--- src/rtl/core_mem_pkg.sv ---
// Shared encodings for the core memory-port arbiter and its starvation counter.
package core_mem_pkg;

  localparam int WORD_W = 16;

  typedef enum logic {
    OWN_IF = 1'b0,
    OWN_DM = 1'b1
  } owner_e;

  typedef enum logic {
    DM_PRIO = 1'b0,
    IF_PRIO = 1'b1
  } prio_state_e;

endpackage

--- src/rtl/mem_arb_starve_ctr.sv ---
// Fetch starvation counter and arbitration priority state.
//   state   | meaning
//   DM_PRIO | data stage wins contention; fetch denials are counted
//   IF_PRIO | fetch wins; entered once fetch has been denied STARVE_LIMIT times in a row
module mem_arb_starve_ctr
  import core_mem_pkg::*;
#(
  parameter int STARVE_LIMIT = 4
) (
  input  logic clk,
  input  logic reset,
  input  logic if_req,
  input  logic if_gnt,
  output logic prio_if
);

  logic [3:0]  cnt;
  logic [3:0]  cnt_nxt;
  prio_state_e state;
  prio_state_e state_nxt;

  always_ff @(posedge clk or negedge reset) begin
    if (!reset) begin
      cnt   <= 4'd0;
      state <= DM_PRIO;
    end else begin
      cnt   <= cnt_nxt;
      state <= state_nxt;
    end
  end

  always_comb begin
    cnt_nxt   = 4'd0;
    state_nxt = state;
    if (if_req && !if_gnt) begin
      cnt_nxt = (cnt == 4'hF) ? cnt : cnt + 4'd1;
    end
    case (state)
      // Switch on the edge where the count reaches the limit, so fetch wins the very next cycle.
      DM_PRIO: if (cnt_nxt == 4'(STARVE_LIMIT)) state_nxt = IF_PRIO;
      IF_PRIO: if (if_gnt || !if_req) state_nxt = DM_PRIO;
      default: state_nxt = DM_PRIO;
    endcase
  end

  assign prio_if = (state == IF_PRIO);

endmodule

--- src/rtl/mem_port_arbiter.sv ---
// Arbitrates the single memory port between fetch (read-only) and data stage,
// and tags the one-cycle-late read data to the requester that issued the read.
module mem_port_arbiter
  import core_mem_pkg::*;
#(
  parameter int STARVE_LIMIT = 4
) (
  input  logic              clk,
  input  logic              reset,
  input  logic              if_req,
  input  logic [WORD_W-1:0] if_addr,
  output logic              if_gnt,
  output logic              if_stall,
  output logic              if_rvalid,
  output logic [WORD_W-1:0] if_rdata,
  input  logic              dm_req,
  input  logic              dm_we,
  input  logic [WORD_W-1:0] dm_addr,
  input  logic [WORD_W-1:0] dm_wdata,
  output logic              dm_gnt,
  output logic              dm_rvalid,
  output logic [WORD_W-1:0] dm_rdata,
  output logic              mem_en,
  output logic              mem_we,
  output logic [WORD_W-1:0] mem_addr,
  output logic [WORD_W-1:0] mem_wdata,
  input  logic [WORD_W-1:0] mem_rdata
);

  logic   prio_if;
  logic   resp_valid;
  owner_e resp_owner;

  mem_arb_starve_ctr #(
    .STARVE_LIMIT(STARVE_LIMIT)
  ) u_ctr (
    .clk    (clk),
    .reset  (reset),
    .if_req (if_req),
    .if_gnt (if_gnt),
    .prio_if(prio_if)
  );

  // Gating with reset keeps the port quiet while reset is held, not just after the edge.
  always_comb begin
    if_gnt    = reset && if_req && (prio_if || !dm_req);
    dm_gnt    = reset && dm_req && !if_gnt;
    if_stall  = reset && if_req && !if_gnt;
    mem_en    = if_gnt || dm_gnt;
    mem_we    = dm_gnt && dm_we;
    mem_addr  = '0;
    mem_wdata = '0;
    if (if_gnt) begin
      mem_addr = if_addr;
    end else if (dm_gnt) begin
      mem_addr  = dm_addr;
      mem_wdata = dm_wdata;
    end
  end

  always_ff @(posedge clk or negedge reset) begin
    if (!reset) begin
      resp_valid <= 1'b0;
      resp_owner <= OWN_IF;
    end else begin
      resp_valid <= if_gnt || (dm_gnt && !dm_we);
      resp_owner <= dm_gnt ? OWN_DM : OWN_IF;
    end
  end

  assign if_rvalid = resp_valid && (resp_owner == OWN_IF);
  assign dm_rvalid = resp_valid && (resp_owner == OWN_DM);
  assign if_rdata  = mem_rdata;
  assign dm_rdata  = mem_rdata;

endmodule

--- config.mk ---
export PLATFORM = sky130hd
export DESIGN_NAME = mem_port_arbiter
export DESIGN_NICKNAME = d
export VERILOG_FILES = /design/src/rtl/core_mem_pkg.sv /design/src/rtl/mem_arb_starve_ctr.sv /design/src/rtl/mem_port_arbiter.sv
export SDC_FILE = /design/constraint.sdc
export NUM_CORES = 1
export LEC_CHECK = 0
export BUFFER_PORTS_ARGS = -buffer_cell sky130_fd_sc_hd__buf_2
export CAP_MARGIN = 20
export CORE_AREA = 2 2 65 52
export CTS_CLUSTER_DIAMETER = 80
export DETAILED_ROUTE_END_ITERATION = 8
export DIE_AREA = 0 0 67 54
export MAX_ROUTING_LAYER = met4
export PLACE_DENSITY = 0.84
export SYNTH_ARGS = -nofsm -noshare
export SYNTH_HDL_FRONTEND = slang
export SYNTH_SLANG_ARGS = --single-unit
--- constraint.sdc ---
create_clock -name clk -period 3.5 [get_ports clk]
set_input_delay 0.7 -clock clk [delete_from_list [all_inputs] [get_ports clk]]
set_output_delay 0.7 -clock clk [all_outputs]
set_load 0.02 [all_outputs]
## Yosys cells after proc, flatten, opt, wreduce, memory -nomap -nowiden

Cells that the tools add are included.

- Flip-flop bits (word level): 7
- Output and inout port bits: 71

- Add/subtract/negate cells: 1
- Eq/ne operators: 2
- Multiplexer cells: 10
- Bitwise operators: 2
- Reductions and logical operators: 18

Operator list:

| operator | number |
|---|---|
| $mux W16 | 4 |
| $logic_and A1 B1 Y1 | 10 |
| $mux W4 | 2 |
| $add A4 B1 Y4 const B | 1 |
| $eq A4 B3 Y1 const B | 1 |
| $eq A4 B4 Y1 const B | 1 |
| $logic_not A1 Y1 | 4 |
| $logic_or A1 B1 Y1 | 4 |
| $mux W1 | 3 |
| $not A1 Y1 | 2 |
| $pmux W1 S2 | 1 |

## Longest topological paths before layout

- Word-level depth: 9
- Mapped depth: 4
- Mapped depth without buffers: 4

## By module

A second synthesis with hierarchy kept.

- Cell total of the unflattened synthesis: 147
- Area total of the unflattened synthesis: 1,026.0 µm²

By module, submodules not included:

| module | times used | cells each | area an instance (µm²) |
|---|---|---|---|
| mem_port_arbiter | 1 | 122 | 769.5 |
| mem_arb_starve_ctr | 1 | 25 | 256.5 |

## Worst setup path before layout

OpenSTA, ideal clock, no wires.

- Path type: input -> output
- Start: input dm_req
- End: output mem_wdata[10]
- Arrival: 1.639 ns
- Required time: 2.800 ns
- Path slack: 1.161 ns
- Stages on the path: 4
- Path buffers: 1
- Cell sequence: nand2_1 -> a21oi_2 -> clkbuf_1 -> and2_1

- Word-level cells in the longest chain between the ends: 7
- Elaborated cells on any way between the ends: 8

RTL lines:

| element | RTL line | RTL |
|---|---|---|
| start, declared | mem_port_arbiter.sv:16 | `input logic dm_req,` |
| $logic_not A1 Y1 | mem_port_arbiter.sv:46 | `if_gnt = reset && if_req && (prio_if \|\| !dm_req);` |
| $logic_or A1 B1 Y1 | mem_port_arbiter.sv:46 |  |
| $logic_and A1 B1 Y1 | mem_port_arbiter.sv:46 |  |
| $logic_not A1 Y1 | mem_port_arbiter.sv:47 | `dm_gnt = reset && dm_req && !if_gnt;` |
| $logic_and A1 B1 Y1 (*) | mem_port_arbiter.sv:47 |  |
| net dm_gnt | mem_port_arbiter.sv:20 | `output logic dm_gnt,` |
| $mux W16 (*) | mem_port_arbiter.sv:55 | `end else if (dm_gnt) begin` |
| $mux W16 (*) | mem_port_arbiter.sv:53 | `if (if_gnt) begin` |
| end, declared | mem_port_arbiter.sv:26 | `output logic [WORD_W-1:0] mem_wdata,` |

The timed path passes the listed nets; every way through them passes the cells marked *.

## Final worst setup path

- Start: input reset
- End: output mem_addr[14]

- Word-level cells in the longest chain between the ends: 6
- Elaborated cells on any way between the ends: 7

RTL lines:

| element | RTL line | RTL |
|---|---|---|
| start, declared | mem_port_arbiter.sv:9 | `input logic reset,` |
| $logic_and A1 B1 Y1 (2 in series) | mem_port_arbiter.sv:46 |  |
| $logic_not A1 Y1 | mem_port_arbiter.sv:47 |  |
| $logic_and A1 B1 Y1 | mem_port_arbiter.sv:47 |  |
| $mux W16 | mem_port_arbiter.sv:55 |  |
| $mux W16 (*) | mem_port_arbiter.sv:53 |  |
| end, declared | mem_port_arbiter.sv:25 | `output logic [WORD_W-1:0] mem_addr,` |

Every way passes the cells marked *; elsewhere a longest branch is shown, timed or not.

==> run metrics <==
DR iter-0 viols=29; vias in the first global route=738; sequential element share of the synthesized area=19.6%; RSZ-0062 raised after global routing=no; VDD IR-drop max=0.000114 V; Die Height=54 um; # DRC=0; Leak Pwr=0.716 nW; core area=0.00306 sq mm; Clk Latency, worst-skew pair=0.22 ns; Startpoint Class=primary input; final instance area=0.00120 sq mm; Ys Warns=0; # fillers=317; Worst-path clk slew=0.04 ns; Num CTS Buffers=3; hold_buf cts=0; Final GP Congestion=0.765; Layout area overhead=34.2%; Critical Path Sink Type=output port; layout cell share with drive strength beyond 1=57.6%; Least-Margin Pin Slew=0.670 ns; Avg Vias per Cell=4.39; Max Slew Vio Count=0; all-layer global routing usage=12.0%; critical path data required time=2.80 ns; cell taking the most area after synthesis=buf_4; CTS max path bufs=2; FF+latch count, synth=7; Post-DRT Antenna Nets=0; Clock Skew=0.000622 ns; Post-CTS Resized=0; CP arrival=1.97 ns; commonest cells in the netlist=buf_4 (33), and2_1 (18), a22o_1 (16); CP Max Fanout=17; PwrDens=268 mW/mm^2; Syn Area/Cell=8.05 sq um; cells after synthesis=111; root buffer cell=clkbuf_8; Starting Density=29.2%; clock sinks=7; Port Buffer Count=91; most common cell in the synthesized netlist=buf_4; antenna violations before repair=0; Setup violations, final=0; Rows=18; max_cap viols=0; Post-CTS Setup Bufs=0; HP Class=in2async; Placed Area=0.00115 sq mm; fin crit share=76.4%; Final nets=241; Final Worst Setup Slack=0.826 ns; synth unique cells=27; first-pass GRT wire length=3140 um; top post-synthesis cells by area=buf_4 (28%), dfrtp_1 (20%), a22o_1 (16%); Synth top area share=27.7%; setup tns final=0 ns; full die area=0.00362 sq mm; First-pass DRT Iterations=4; number of diodes=0; dpl ws=0.806 ns; dpl cells=206; grt ovf=0; Slew headroom=55.3%; WL/cell=11.1 um; synthesized area=893 sq um; final std cells w/o fill=210; Top FF cell, synth=dfrtp_1; Net Count, Synth=181; Via Count=922; die width=67 um; WL final=2340 um; DP Wirelength=1950 um; CTS tree=done; share of flip-flops with an asynchronous set or reset=100%; largest net degree at the start of global routing=22; crit path kind=in2out; Hold Vio Cnt, Final=0; Tmin final=2.67 ns; # IOs=140; Post-synth EDFFs=0; fmax=0.374 GHz; outcome=complete, no violations; H-tree depth=1
sequential cells by signal, indices dropped and copies added (netlist names):
| register | cells |
|---|---|
| u_ctr.cnt | 4 |
| resp_owner | 1 |
| resp_valid | 1 |
| u_ctr.prio_if | 1 |
metrics by stage:
step | total power, W | utilization [%] | hold slack, ns
final | 0.000321 | 39.1 | 0.318
after global routing | 0.000343 | 39.1 | 0.328
after CTS | 0.000326 | 39.1 | 0.319
after detailed placement | 0.000213 | 37.7 | 0.557
after global placement | 0.000211 | 37.7 | 0.554
after floorplan | 0.000208 | - | 0.404
area by class of cell:
type | count | area, sq um | share of cell area [%]
clock buffers | 4 | 45.0 | 3.76
inverters | 3 | 11.3 | 0.939
multi-input cells | 64 | 442 | 36.8
flip-flops and latches | 7 | 175 | 14.6
well taps | 40 | 50.0 | 4.18
repair buffers | 92 | 475 | 39.7
per-layer routing:
metal	up-vias	track usage (%)	routed length [um]
met5	-	-	0
met4	0	6.80	17
met3	2	2.09	169
met2	43	17.0	1140
met1	407	16.0	1010
li1	470	-	-
worst paths after layout:
kind	startpoint	endpoint	slack (ns)	cells after the start
worst max-delay path	reset	mem_addr[14]	0.83	5
worst min-delay path	reset	u_ctr.cnt[2]	0.32	1
worst max register to register	u_ctr.cnt[0]	u_ctr.prio_if	1.87	4
worst min register to register	u_ctr.cnt[0]	u_ctr.cnt[0]	0.63	2
max in group asynchronous	reset	resp_owner	3.01	1
min in group clk	u_ctr.cnt[0]	u_ctr.cnt[0]	0.63	2
cell usage in the layout, fill, tap and decap left out, types with 2 or more instances in the layout:
master	n
buf_2	91
and2_1	18
a22o_1	16
dfrtp_1	7
nor2_1	6
nand2_1	3
inv_1	3
clkbuf_8	3
nor2b_1	2
nand3_1	2
nor3_1	2
where the power goes:
part / internal, W / total (W) / switching, W / leakage (nW)
sequential: 0.0000849 / 0.0000886 / 0.00000373 / 0.0939
combinational: 0.0000558 / 0.000123 / 0.0000671 / 0.599
clock: 0.0000785 / 0.000110 / 0.0000313 / 0.0228
critical path, stage by stage:
cell and delay, ns:
buf_2 0.20, nand2_1 0.11, nor2_2 0.53, a22o_1 0.26, buf_2 0.16
logic make-up (layout without fill, tap and decap cells):
logic type      after synthesis  after routing  share of synthesized area, %
compound gates               24             24                          22.5
xor+xnor                      1              1                         0.981
mux                           1              1                          1.12
simple gates                 37             37                          23.4
flops                         7              7                          19.6
buf+inv                      40             99                          31.0
fa+ha+maj                     1              1                          1.40
No activity file was read; power rests on OpenSTA's default activity.
